## config.mk

```make
export PLATFORM = sky130hd
export DESIGN_NAME = inst_fetch_unit
export DESIGN_NICKNAME = d
export VERILOG_FILES = /design/src/rtl/inst_fetch_unit.sv
export SDC_FILE = /design/constraint.sdc
export NUM_CORES = 1
export LEC_CHECK = 0
export BUFFER_PORTS_ARGS = -buffer_cell sky130_fd_sc_hd__buf_2
export CAP_MARGIN = 20
export CORE_UTILIZATION = 30
export CTS_BUF_LIST = sky130_fd_sc_hd__clkbuf_4 sky130_fd_sc_hd__clkbuf_8
export DETAILED_ROUTE_END_ITERATION = 6
export GPL_ROUTABILITY_DRIVEN = 0
export HOLD_SLACK_MARGIN = 0.06
export PLACE_DENSITY = 0.54
export SLEW_MARGIN = 20
export SYNTH_ARGS = -nofsm -noshare
export SYNTH_HDL_FRONTEND = slang
export SYNTH_SLANG_ARGS = --single-unit
```

## constraint.sdc

```tcl
create_clock -name CLK -period 2.8 [get_ports CLK]
set_input_delay 0.42 -clock CLK [delete_from_list [all_inputs] [get_ports CLK]]
set_output_delay 0.42 -clock CLK [all_outputs]
set_load 0.02 [all_outputs]
```

## src/rtl/inst_fetch_unit.sv

```systemverilog
// Instruction fetch front-end: sequential PC generation, 2-entry return FIFO, redirect flush.
// Optional halt-sequence detection is compiled in with FETCH_HALT_DETECT_EN.
module inst_fetch_unit #(
  parameter int unsigned ADDR_W   = 12,
  parameter logic [31:0] RESET_PC = 32'h0000_0000
) (
  input  logic              CLK,
  input  logic              RST,
  output logic              I_MEM_REQ,
  output logic [ADDR_W-1:0] I_MEM_ADDR,
  input  logic [31:0]       I_MEM_DI,
  output logic [31:0]       INSTR,
  output logic [31:0]       INSTR_PC,
  output logic              INSTR_VALID,
  input  logic              INSTR_READY,
  input  logic              REDIRECT,
  input  logic [31:0]       REDIRECT_PC,
  output logic              HALT
);

  logic [31:0] fetch_pc_q, fetch_pc_d;
  logic [31:0] tag_pc_q, tag_pc_d;
  logic        in_flight_q, in_flight_d;
  logic [1:0]  occ_q, occ_d;
  logic        rd_ptr_q, rd_ptr_d;
  logic        wr_ptr_q, wr_ptr_d;
  logic [31:0] fifo_pc_q [2];
  logic [31:0] fifo_pc_d [2];
  logic [31:0] fifo_instr_q [2];
  logic [31:0] fifo_instr_d [2];
  logic [31:0] hold_pc_q, hold_pc_d;
  logic [31:0] hold_instr_q, hold_instr_d;

  logic        halt;
  logic        head_valid;
  logic        instr_valid;
  logic        pop;
  logic        push;
  logic        req;
  logic [2:0]  credit;
  logic [31:0] head_pc;
  logic [31:0] head_instr;

  assign head_valid = (occ_q != 2'd0);
  assign head_pc    = fifo_pc_q[rd_ptr_q];
  assign head_instr = fifo_instr_q[rd_ptr_q];

  always_comb begin
    instr_valid = head_valid & ~REDIRECT & ~halt;
    pop         = instr_valid & INSTR_READY;
    // Slots already claimed (buffered + in flight), net of this cycle's pop.
    credit      = {1'b0, occ_q} + {2'b00, in_flight_q} - {2'b00, pop};
    req         = ~RST & ~REDIRECT & ~halt & (credit < 3'd2);
    // Frozen while halted; a late response is discarded.
    push        = in_flight_q & ~REDIRECT & ~halt;
  end

  always_comb begin
    fetch_pc_d   = fetch_pc_q;
    tag_pc_d     = tag_pc_q;
    in_flight_d  = req;
    occ_d        = occ_q + {1'b0, push} - {1'b0, pop};
    rd_ptr_d     = rd_ptr_q ^ pop;
    wr_ptr_d     = wr_ptr_q ^ push;
    fifo_pc_d    = fifo_pc_q;
    fifo_instr_d = fifo_instr_q;
    hold_pc_d    = head_valid ? head_pc : hold_pc_q;
    hold_instr_d = head_valid ? head_instr : hold_instr_q;

    if (push) begin
      fifo_pc_d[wr_ptr_q]    = tag_pc_q;
      fifo_instr_d[wr_ptr_q] = I_MEM_DI;
    end
    if (req) begin
      tag_pc_d   = fetch_pc_q;
      fetch_pc_d = fetch_pc_q + 32'd4;
    end
    if (REDIRECT) begin
      occ_d      = 2'd0;
      rd_ptr_d   = 1'b0;
      wr_ptr_d   = 1'b0;
      fetch_pc_d = REDIRECT_PC & 32'hFFFF_FFFC;
    end
  end

  always_ff @(posedge CLK) begin
    if (RST) begin
      fetch_pc_q   <= RESET_PC;
      tag_pc_q     <= 32'd0;
      in_flight_q  <= 1'b0;
      occ_q        <= 2'd0;
      rd_ptr_q     <= 1'b0;
      wr_ptr_q     <= 1'b0;
      hold_pc_q    <= 32'd0;
      hold_instr_q <= 32'd0;
    end else begin
      fetch_pc_q   <= fetch_pc_d;
      tag_pc_q     <= tag_pc_d;
      in_flight_q  <= in_flight_d;
      occ_q        <= occ_d;
      rd_ptr_q     <= rd_ptr_d;
      wr_ptr_q     <= wr_ptr_d;
      hold_pc_q    <= hold_pc_d;
      hold_instr_q <= hold_instr_d;
    end
  end

  // Storage needs no reset: occupancy gates every read.
  always_ff @(posedge CLK) begin
    fifo_pc_q    <= fifo_pc_d;
    fifo_instr_q <= fifo_instr_d;
  end

`ifdef FETCH_HALT_DETECT_EN
  logic halt_q, halt_d;
  logic pair_q, pair_d;

  // pair_q: last popped word was the first half of the halt sequence.
  always_comb begin
    halt_d = halt_q;
    pair_d = pair_q;
    if (REDIRECT) begin
      pair_d = 1'b0;
    end else if (pop) begin
      if (pair_q && (head_instr == 32'h0000_8067)) halt_d = 1'b1;
      pair_d = (head_instr == 32'h00c0_0093);
    end
  end

  always_ff @(posedge CLK) begin
    if (RST) begin
      halt_q <= 1'b0;
      pair_q <= 1'b0;
    end else begin
      halt_q <= halt_d;
      pair_q <= pair_d;
    end
  end

  assign halt = halt_q;
`else
  assign halt = 1'b0;
`endif

  assign I_MEM_REQ   = req;
  assign I_MEM_ADDR  = fetch_pc_q[ADDR_W-1:0];
  assign INSTR_VALID = instr_valid;
  assign INSTR       = head_valid ? head_instr : hold_instr_q;
  assign INSTR_PC    = head_valid ? head_pc : hold_pc_q;
  assign HALT        = halt;

endmodule
```

---- After elaboration in Yosys (flattened, before gate mapping) ----
Index checks and enable logic that the tools add are counted.
operators by class
  add/sub/neg operators ................... 5
  bitwise gates (word level) .............. 11
  magnitude comparators ................... 4
  multiplexer cells ....................... 14
  reductions and logical operators ........ 4
operators with widths
  cell                     number
  $mux W32                 11
  $bwmux W64               2
  $add A32 B3 Y32 const B  1
  $demux W32 S1            1
  $and A1 B1 Y1            5
  $ge A2 B2 Y1 const B     2
  $not A1 Y2               2
  $reduce_bool A2 Y1       2
  $add A2 B1 Y3            1
  $lt A3 B2 Y1 const B     1
  $sub A3 B1 Y3            1
  $add A2 B1 Y2            1
  $lt A2 B1 Y1 const B     1
  $not A1 Y1               2
  $reduce_or A2 Y1         1
  $sub A2 B1 Y2            1
  $xor A1 B1 Y1            2
  $logic_and A1 B1 Y1      1
word-level totals
  input port bits ......................... 68
  flip-flop bits (word level) ............. 261
  output and inout port bits .............. 79

---- Logic depth before layout (Yosys ltp) ----
Gate-level depths: netlist of the first run.
  word-level depth ........................ 8
  mapped depth ............................ 13
  depth with buffers taken out ............ 10

---- Worst setup path after synthesis of the first run ----
Ideal clock, no wire load.
  path type ............................... input to output
  from .................................... input port REDIRECT
  to ...................................... output port I_MEM_REQ
  cell stages on the path ................. 9
  path slack .............................. -0.146 ns
  path buffers ............................ 3
  arrival time ............................ 2.526 ns
  cells stage by stage .................... clkbuf_1 > nor4bb_1 > o21ai_0 > fa_1 > xnor2_1 > nand3_1 > inv_2 > buf_2 > buf_1
between the ends
  cells in the longest elaborated chain, start to end .. 6
  elaborated cells on any way between the ends .. 7
  classes of those cells .................. add/sub: 1; order compare: 1; bitwise: 5
ends and longest elaborated chain
  element            RTL line  RTL
  from (decl)        16        input logic REDIRECT,
  $not A1 Y1 (*)     49, 53
  $and A1 B1 Y1      49        instr_valid = head_valid & ~REDIRECT & ~halt;
  $and A1 B1 Y1      50        pop = instr_valid & INSTR_READY;
  $sub A3 B1 Y3      52        credit = {1'b0, occ_q} + {2'b00, in_flight_q} - {2'b00, pop};
  $lt A3 B2 Y1       53        req = ~RST & ~REDIRECT & ~halt & (credit < 3'd2);
  $and A1 B1 Y1 (*)  53
  to (decl)          9         output logic I_MEM_REQ,
Mark *: on every way between the ends. The rest lies on a longest branch, timed or not.

---- Worst setup path in the final report of the first run ----
  from .................................... register occ_q[0]
  to ...................................... output port I_MEM_REQ
between the ends
  cells in the longest elaborated chain, start to end .. 6
  elaborated cells on any way between the ends .. 7
  classes of those cells .................. add/sub: 2; order compare: 1; bitwise: 3; reduce/logical: 1
ends and longest elaborated chain
  element                 RTL line  RTL
  from (decl)             24        logic [1:0] occ_q, occ_d;
  from (signal assigned)  91        occ_q <= 2'd0;
  from (signal assigned)  100       occ_q <= occ_d;
  $reduce_bool A2 Y1      44        assign head_valid = (occ_q != 2'd0);
  $and A1 B1 Y1           49
  $and A1 B1 Y1           50
  $sub A3 B1 Y3 (*)       52
  $lt A3 B2 Y1 (*)        53
  $and A1 B1 Y1 (*)       53
Marked as above.

==> impl_results.md, run 1 <==
- Detailed Routing Iterations Pass 1: 5
- Initial Utilization: 30.4%
- Post-synthesis sequential area ratio: 63.7%
- Startpoint Class: flip-flop
- Fraction of layout cells with a size suffix above 1: 24.0%
- Via/cell ratio: 4.57
- Post-route ant nets: 0
- Fmax: about 370 MHz
- # Max-Cap Violations: 0
- Crit path capture type: output port
- Top-count cell post-synth: nand2_1
- All-layer global routing usage: 13.8%
- Dominant cell type by area after synthesis: edfxtp_1
- Die Y: 184 um
- Initial antenna violation count: 0
- Ranking of synthesized cells by area: edfxtp_1, dfxtp_1, mux2i_1
- Core Footprint: between 0.03 and 0.04 mm^2
- Avg Inst Size Synth: 11.2 um^2
- P_leak: ~0.0046 uW
- Cell count after synthesis: between 800 and 900
- Final worst path period share: a little over nine tenths
- Clk root buf: clkbuf_8
- TritonCTS clock tree: yes
- Setup Viol. Count Final: 0
- Fin nets: 1132
- Critical-path cell list: nor4bb_4, o21ai_2, fa_2, nand3_2, inv_4, buf_6
- Hold WC Path Type: in -> reg
- Crit path required time: 2380 ps
- Largest net degree at the start of global routing: between 100 and 150
- # rows: 66
- Post-synth top flop: dfxtp_1
- Die area: roughly 0.034 mm^2
- Status: completed
- CP startpoint: occ_q[0]$_SDFF_PN0_
- Layout Utilization: 38.5%
- Synth cell count leaders: nand2_1, dfxtp_1, edfxtp_1, nor2b_1, mux2i_1
- Post-synth ARST share: 0%
- Io pins: 147
- Synth Register Bits: 253
- Critical Path Slowest Stage Cell: fa_2
- TritonCTS Sinks: 253
- Max transition margin: 53.7%
- Max incr delay on CP: around 550 ps
- Power density over the cells: between 600 and 700 mW/mm^2
- H-Tree Depth: 2
- Chip width: 184 um
- CTS clk-pin slew, worst paths: 60 ps
- Area share of the largest cell type after synthesis: between 30% and 40%
- DRC Markers: 0
- Dpl hpwl: approximately 14000 um
- Antenna cells: 0
- CP arrival: 2270 ps
- Final Hold Fails: 0
- Post-synthesis cell type count: between 40 and 50
- Post-synth EDFFs: 124
- RSZ-0062 raised after global routing: false
- Placed Area: 0.0111 mm^2
- Port-buffer cells: 141
- Vias in the first global route: 6711
- Global-route wire length before repair: 36800 um
- DRT iter0 DRCs: 351
- Worst setup path category: reg -> out
- Clk_skew: 15.0 ps
- Max VDD drop: between 200 and 300 uV
- Vias: approximately 7000
- Slew Viols, Final: 0
- CTS Buffer Depth: 3
- Final instance area: 0.0125 mm^2
- DRT Wirelength: between 20000 and 25000 um
- Worst flop-to-flop path startpoint: occ_q[0]$_SDFF_PN0_
- Top fanout value on the critical path: 7
- Inserted Clock Buffers: 45
- Min Tclk post-route: 2690 ps
- WL/cell: 15.1 um
- Worst-Skew Late Latency: 540 ps
- Synth Warn #: 0
- Slew @ Worst Pin: 688 ps
- Mapped cell area: 0.00990 mm^2
- Layout overhead on the synthesized area: 26.7%
- Hold path start: REDIRECT_PC[25]
- GRT overflow: 0
-- critical path, delay by kind of cell (launching register included) --
| kind | cells | cell delay, ps |
|---|---|---|
| compound gates | 1 | 120 |
| buf+inv | 2 | 260 |
| fa+ha+maj | 1 | 550 |
| flops | 1 | 370 |
| simple gates | 2 | 430 |
-- cells by family after synthesis --
kind of cell	share of synthesized area [%]
and+or+nand+nor	15.3
DFF	63.7
AOI/OAI and AO/OA	9.49
buffers and inverters	3.55
muxes	6.37
xor gates and xnor gates	0.885
adders and majority gates	0.708
other	0.0379
-- layout by cell type, fill, tap and decap left out, types with 4 or more instances in the layout --
master	count
and2_1	10
mux2i_1	63
o211ai_1	4
o21ai_1	29
clkbuf_8	56
dfxtp_1	127
clkbuf_4	15
nor3_1	6
dlygate4sd3_1	32
and4_1	6
inv_1	5
xor2_1	8
clkinv_1	4
a21oi_1	46
buf_12	6
o22ai_1	6
nand2_1	151
o21ai_0	47
nand4_1	11
buf_2	139
edfxtp_1	124
nand3_1	11
or3_1	5
nor2b_1	65
buf_4	22
nor2_1	20
clkinv_2	4
and3_1	5
a31oi_1	22
-- repair_timing --
item,in CTS,in global routing
endpoints found under the setup margin,11,11
hold buffers,32,0
setup buffers,2,1
gates cloned,0,0
pin swaps,4,5
hold endpoints to repair,64,0
gates resized for setup,8,4
-- per-stage QoR --
step,hold WS (ps),setup TNS (ps),total power [uW],setup WS [ps],std cells
after floorplan,425,0,4400,3.08,883
after global placement,436,-789,4590,-97.8,1420
after detailed placement,442,-2270,4600,-228,1420
after CTS,64.5,0,8490,0.493,1537
after global routing,106,0,8740,0.909,1537
final,106,0,8340,112,1537
-- path summary, 6_finish.rpt --
path              slack [ps]                     endpoint  cells after the start
hold / removal           110  fetch_pc_q[25]$_SDFFE_PP0P_                      3
hold reg to reg          460      fifo_pc_q[13]$_DFFE_PP_                      0
setup / recovery         110                    I_MEM_REQ                      6
setup reg to reg         220  fetch_pc_q[25]$_SDFFE_PP0P_                     10
-- flip-flops by register name, indices dropped and copies added (netlist names) --
| signal | cells |
|---|---|
| fetch_pc_q | 30 |
| fifo_instr_q | 64 |
| fifo_pc_q | 60 |
| hold_instr_q | 32 |
| hold_pc_q | 32 |
| in_flight_q | 1 |
| occ_q | 2 |
| rd_ptr_q | 1 |
| tag_pc_q | 30 |
| wr_ptr_q | 1 |
-- report_power, final --
part	internal (uW)	switching [uW]	total, uW
registers	3970	72.3	4040
logic	203	311	515
clock network	2280	1500	3780
total	6450	1880	8340
-- cell type report --
type / count / area, um^2
fill: 3318 / 20000
multi-input combinational: 553 / 3320
inverter: 6 / 25.0
sequential: 253 / 6310
clock inverter: 12 / 134
timing repair buffer: 200 / 1310
clock buffer: 71 / 883
tap: 442 / 553
-- metal layers --
metal | track usage (%) | wire, um | share of wire, %
met5 | 0 | 0 | 0
met4 | 4.67 | 545 | 2.4
met3 | 3.27 | 1650 | 7.1
met2 | 21.0 | 9990 | 43
met1 | 19.1 | 11000 | 47
(Power assumes the default switching activity.)
==> inputs of run 2 (changes only) <==
--- a/config.mk
+++ b/config.mk
@@ -7,2 +7,3 @@
 export LEC_CHECK = 0
+export ABC_AREA = 1
 export BUFFER_PORTS_ARGS = -buffer_cell sky130_fd_sc_hd__buf_2
==> constraint.sdc (replaced) <==
create_clock -name CLK -period 2.8 [get_ports CLK]
set_input_delay 0.28 -clock CLK [delete_from_list [all_inputs] [get_ports CLK]]
set_output_delay 0.28 -clock CLK [all_outputs]
set_load 0.02 [all_outputs]
==> run 2 against run 1 <==
- clock-buffer cell count fell by 4
- combinational power rose by 42%
- fmax rose by 3.0%
- setup slack improved by 79 ps
- clock power barely moved
- cell area rose by 4.9%
- critical endpoint unchanged
- routed wire length rose by 12%
- total power rose by 3.6%
- sequential cell count did not move
- hold slack got worse by 6.3 ps
- global-route usage rose by 0.87 points
- clock skew rose by 19 ps
==> impl_results.md, run 2 <==
- Status: completed
- Die area: 0.0355 mm^2
- Clk root buf: clkbuf_8
- Slew Viols, Final: 0
- CTS clk-pin slew, worst paths: 60 ps
- Setup Viol. Count Final: 0
- Max reg flops: 64
- Tot Pwr: 8630 uW
- Worst setup path category: reg -> out
- Post-synthesis sequential area ratio: 60.5%
- Startpoint Class: flip-flop
- Post-route ant nets: 0
- Synth Register Bits: between 200 and 300
- Final Hold Fails: 0
- Highest-count cells in the layout ignoring fill and taps: nand2_1, buf_2, nor2_1, dfxtp_1, edfxtp_1
- Mapped cell area: ~0.010 mm^2
- Avg Inst Size Synth: approximately 9.7 um^2
- R2R setup slack: 320 ps
- Fraction of layout cells with a size suffix above 1: 23.9%
- Most common cell after layout, fill and taps aside: nand2_1
- Cell count after synthesis: 1077
- Fin nets: ~1300
- # rows: 67
- Initial antenna violation count: 0
- Post-synth top flop: dfxtp_1
- H-Tree Depth: 2
- Fin worst setup slack: roughly 190 ps
- FILL cells: approximately 3400
- Io pins: 147
- Crit path capture type: output port
- Max VDD drop: a little under 300 uV
- Post-synthesis cell type count: 36
- RSZ-0062 raised after global routing: false
- Min Tclk post-route: 2610 ps
- Sum of negative setup slack: 0 ps
- GRT overflow: 0
- CTS Buffer Depth: 3
- Via/cell ratio: around 4.5
- Post-synth EDFFs: 124
- Dominant cell type by area after synthesis: edfxtp_1
- Post-synth ARST share: 0%
- Top-count cell post-synth: nand2_1
- Detailed Routing Iterations Pass 1: 5
- WL/cell: 14.8 um
- Area share of the largest cell type after synthesis: approximately 36%
- P_leak: 0.00550 uW
- Vias: 7822
- Chip width: 188 um
- Synth cell count leaders: nand2_1, nor2_1, dfxtp_1, edfxtp_1, a21oi_1
- Reg2reg end: fetch_pc_q[22]$_SDFFE_PP0P_
- Vias in the first global route: 7684
- Worst flop-to-flop path startpoint: occ_q[0]$_SDFF_PN0_
- Dpl hpwl: 15800 um
- Synth Warn #: 0
- TritonCTS Sinks: 253
- Die Y: 188 um
- Fmax: 383 MHz
- DRT Wirelength: about 26000 um
- TritonCTS clock tree: yes
- Initial Utilization: 30.8%
- Antenna cells: 0
- Worst r2r path cells: 18
- All-layer global routing usage: approximately 15%
- Top fanout value on the critical path: 14
- Layout overhead on the synthesized area: 26.2%
- Top flop regs: fifo_instr_q (64), fifo_pc_q (60)
- DRC Markers: 0
- Port-buffer cells: between 100 and 150
- Slew @ Worst Pin: 932 ps
- Worst-Skew Late Latency: 550 ps
- Final worst path period share: 93.2%
- Max transition margin: 37.9%
- Ranking of synthesized cells by area: edfxtp_1, dfxtp_1, nand2_1
- Worst setup path end: I_MEM_REQ
- Inserted Clock Buffers: 44
- Clk_skew: 33.6 ps
- CP arrival: roughly 2300 ps
- DRT iter0 DRCs: 289
- Hold WC Path Type: in -> reg
- # Max-Cap Violations: 0
- Crit path required time: 2520 ps
- Largest net degree at the start of global routing: 85
- Register bank with the most flops: fifo_instr_q
- Place WS: 192 ps
- Global-route wire length before repair: 41400 um
- CP startpoint: occ_q[0]$_SDFF_PN0_
- Core Footprint: 0.0339 mm^2
- Power density over the cells: 656 mW/mm^2
- WHS: 100 ps
[run 2: layer usage]
metal | vias to the layer above | GRT usage [%] | routed length [um]
met1 | 3641 | 19.2 | 12100
met2 | 166 | 24.6 | 12200
li1 | 3975 | - | -
met5 | - | 0 | 0
met4 | 0 | 4.06 | 442
met3 | 40 | 3.02 | 1210
[run 2: area by class of cell]
cell class                      count  area [um^2]  share of cell area, %
Clock inverter                     15          174                   1.32
Clock buffer                       67          841                   6.39
Multi-Input combinational cell    682         3470                   26.3
Sequential cell                   253         6310                   48.0
Inverter                           74          290                   2.21
Tap cell                          448          561                   4.26
Timing Repair Buffer              216         1520                   11.5
[run 2: cells by family after synthesis]
logic type	after synthesis	share of synthesized area, %
and+or+nand+nor	469	20.1
DFF	253	60.5
AOI/OAI and AO/OA	197	11.3
buffers and inverters	144	6.73
xor gates and xnor gates	8	0.672
adders and majority gates	5	0.672
other	1	0.0360
[run 2: per-stage QoR]
step	instance area [um^2]	std cells	utilization (%)
floorplan	10400	1079	-
global placement	11600	1620	34.1
detailed placement	11600	1620	34.1
CTS	13200	1756	38.9
global route	13200	1755	38.9
finish	13200	1755	38.9
[run 2: worst min path at each step]
stage / startpoint / endpoint / slack (ps) / cells past startpoint
3_5_place_dp: hold_pc_q[1]$_SDFF_PP0_ / hold_pc_q[1]$_SDFF_PP0_ / 440 / 2
6_report: REDIRECT_PC[19] / fetch_pc_q[19]$_SDFFE_PP0P_ / 100 / 5
5_1_grt: REDIRECT_PC[2] / fetch_pc_q[2]$_SDFFE_PP0P_ / 80 / 3
2_1_floorplan: I_MEM_DI[0] / fifo_instr_q[0]$_DFFE_PP_ / 380 / 0
3_3_place_gp: tag_pc_q[11]$_SDFFE_PP0P_ / fifo_pc_q[43]$_DFFE_PP_ / 430 / 0
4_1_cts: REDIRECT_PC[19] / fetch_pc_q[19]$_SDFFE_PP0P_ / 60 / 5
[run 2: where the power goes]
group | leakage (uW) | internal (uW) | switching [uW] | total [uW]
Clock | 0.000530 | 2290 | 1520 | 3810
Sequential | 0.00217 | 4020 | 75.3 | 4090
Combinational | 0.00280 | 284 | 449 | 733
Total | 0.00550 | 6590 | 2040 | 8630
[run 2: what timing repair did]
item                                   CTS  global route
hold buffers                            52             0
buffers inserted                         1             0
resized for setup                       10             6
cloned                                   1             0
endpoints found under the hold margin   84             0
pin swaps                                1             2
setup endpoints to repair               21             1
[run 2: critical path: stages (launching register included)]
cell and delay [ps]:
dfxtp_4 370, nor2_4 40, nor2_4 80, nand2_2 80, inv_2 70, nand2_1 60, nand2_1 60, nand2_1 60
fa_1 480, inv_1 60, nor2_4 90, nand2_4 90, inv_8 110, buf_6 120
==> inputs of run 3 (changes only) <==
- GPL_TIMING_DRIVEN: not set -> 0
==> run 3 against run 2 <==
- clock-buffer cell count decreased by 3
- register-to-register slack improved by 20 ps
- clock skew decreased by 11 ps
- routed wire length increased by 5.9%
- largest cell class unchanged
- largest power group unchanged
==> impl_results.md, run 3 (same netlist as run 2, synthesis figures left out) <==
- Status: completed
- Post-route ant nets: 0
- Via/cell ratio: 4.42
- Fin nets: 1388
- Io pins: 147
- DRT Wirelength: between 20000 and 30000 um
- Vias in the first global route: 7807
- Dpl hpwl: 18900 um
- TritonCTS clock tree: yes
- Die area: 0.0355 mm^2
- Global-route wire length before repair: 42800 um
- Detailed Routing Iterations Pass 1: 4
- Top fanout value on the critical path: 5
- Power density over the cells: between 600 and 700 mW/mm^2
- TritonCTS Sinks: 253
- Crit path required time: roughly 2500 ps
- Worst path top cell family by delay: simple AND/OR/NAND/NOR gates
- CP arrival: 2380 ps
- Sum of negative setup slack: 0 ps
- Fraction of layout cells with a size suffix above 1: roughly a quarter
- Max incr delay on CP: roughly 480 ps
- H-Tree Depth: 2
- Chip width: 188 um
- WHS: around 99 ps
- Clk_skew: 23.0 ps
- P_leak: 0.00555 uW
- DRC Markers: 0
- Crit path capture type: output port
- Worst path buffer plus inverter count: 5
- GRT overflow: 0
- Slew Viols, Final: 0
- Slew @ Worst Pin: 718 ps
- Final non-filler cell total: 1796
- WL/cell: between 15 and 20 um
- Max transition margin: 52.1%
- Die Y: between 150 and 200 um
- Placed Cells: 1668
- All-layer global routing usage: 15.5%
- RSZ-0062 raised after global routing: false
- Inserted Clock Buffers: 43
- Top flop regs: fifo_instr_q (64), fifo_pc_q (60)
- Area of the multi-input gates: 0.00347 mm^2
- Layout overhead on the synthesized area: 26.4%
- FILL cells: 3488
- Vias: 7932
- Final worst path period share: between 90% and 100%
- Register bank with the most flops: fifo_instr_q
- Tot Pwr: 8250 uW
- DRT iter0 DRCs: 411
- Setup Viol. Count Final: 0
- FF/Latch Area: 0.00631 mm^2
- Critical Path Slowest Stage Cell: fa_1
- # rows: 67
- CTS Buffer Depth: 3
- Fmax: 375 MHz
- Max VDD drop: 251 uV
- Core Footprint: between 0.03 and 0.04 mm^2
- CP dominant cell by count: nor2_4
- Startpoint Class: flip-flop
- Hold WC Path Type: in -> reg
- Worst-Skew Late Latency: 550 ps
- Critical-path cell list: nor2_4, nor2_4, nand2_4, inv_2, nand2_2, nand2_1, nand2_1, fa_1, inv_1, nor2_4, nand2_4, inv_4, buf_12, buf_4
- Initial Utilization: 30.8%
- Layout Utilization: between 30% and 40%
- Max reg flops: 64
- Antenna cells: 0
- Most common cell after layout, fill and taps aside: nand2_1
- Initial antenna violation count: 0
- Port-buffer cells: 139
- # Max-Cap Violations: 0
- CTS clk-pin slew, worst paths: roughly 60 ps
- Largest net degree at the start of global routing: 37
- Clk root buf: clkbuf_8
- Highest-count cells in the layout ignoring fill and taps: nand2_1, buf_2, nor2_1, dfxtp_1, edfxtp_1
- Min Tclk post-route: 2660 ps
- Final Hold Fails: 0
- Worst setup path category: reg -> out
run 3: cell count changes in the layout (fill, tap and decap cells not counted), sizes merged:
| cell | before | now |
|---|---|---|
| clkinvlp | 1 | 4 |
| bufinv | 4 | 1 |
| bufbuf | 1 | 0 |
| buf | 162 | 197 |
| clkbuf | 68 | 84 |
| inv | 75 | 74 |
| dlygate4sd3 | 52 | 44 |
run 3: final timing paths:
| kind | start | end | slack [ps] | depth (start not counted) |
|---|---|---|---|---|
| max | occ_q[0]$_SDFF_PN0_ | I_MEM_REQ | 140 | 14 |
| min | REDIRECT_PC[15] | fetch_pc_q[15]$_SDFFE_PP0P_ | 100 | 5 |
| max reg2reg | occ_q[0]$_SDFF_PN0_ | fetch_pc_q[18]$_SDFFE_PP0P_ | 340 | 17 |
| min reg2reg | hold_pc_q[0]$_SDFF_PP0_ | hold_pc_q[0]$_SDFF_PP0_ | 440 | 2 |
run 3: worst reg2reg max path: stages, from the launching register on:
cell     delay [ps]
dfxtp_4         360
nor2_4           40
nor2_4          100
nand2_4          80
inv_2            70
nand2_2          50
nand2_1          50
nand2_1          60
fa_1            480
inv_1            60
nor2_4          110
nand2_4          80
inv_4            80
buf_12          100
buf_4           250
nand2_2         100
o21ai_1         170
a21oi_2          70
run 3: power by group:
group,total (uW),switching (uW),internal [uW]
clock,3400,1490,1910
combinational,761,467,294
sequential,4090,77.1,4010
run 3: area by class of cell:
class / count / area share [%]
clock buffers: 64 / 6.02
multi-input cells: 682 / 26.4
flip-flops and latches: 253 / 47.9
well taps: 448 / 4.25
clock inverters: 14 / 0.769
plain buffers: 69 / 3.19
repair buffers: 192 / 9.34
inverters: 74 / 2.16
run 3: through the flow:
step	setup slack, ps	area, um^2
global placement	-1250	11700
floorplan	73.8	10400
global route	3.86	13200
detailed placement	-260	11800
finish	136	13200
CTS	2.81	13200
run 3: per-layer routing:
| layer | GRT usage, % | vias to the layer above | part of all wire, % |
|---|---|---|---|
| met1 | 20.3 | 3653 | 46 |
| met4 | 4.56 | 0 | 1.6 |
| met2 | 26.2 | 197 | 47 |
| li1 | - | 4040 | - |
| met3 | 2.74 | 42 | 4.9 |
| met5 | 0 | - | 0 |
run 3: what timing repair did:
action                     in CTS  in global routing
setup buffers                   7                  0
resized for setup              12                  4
pin swaps                       3                  3
hold buffers                   44                  0
hold endpoints to repair       76                  0
setup endpoints to repair      41                  1
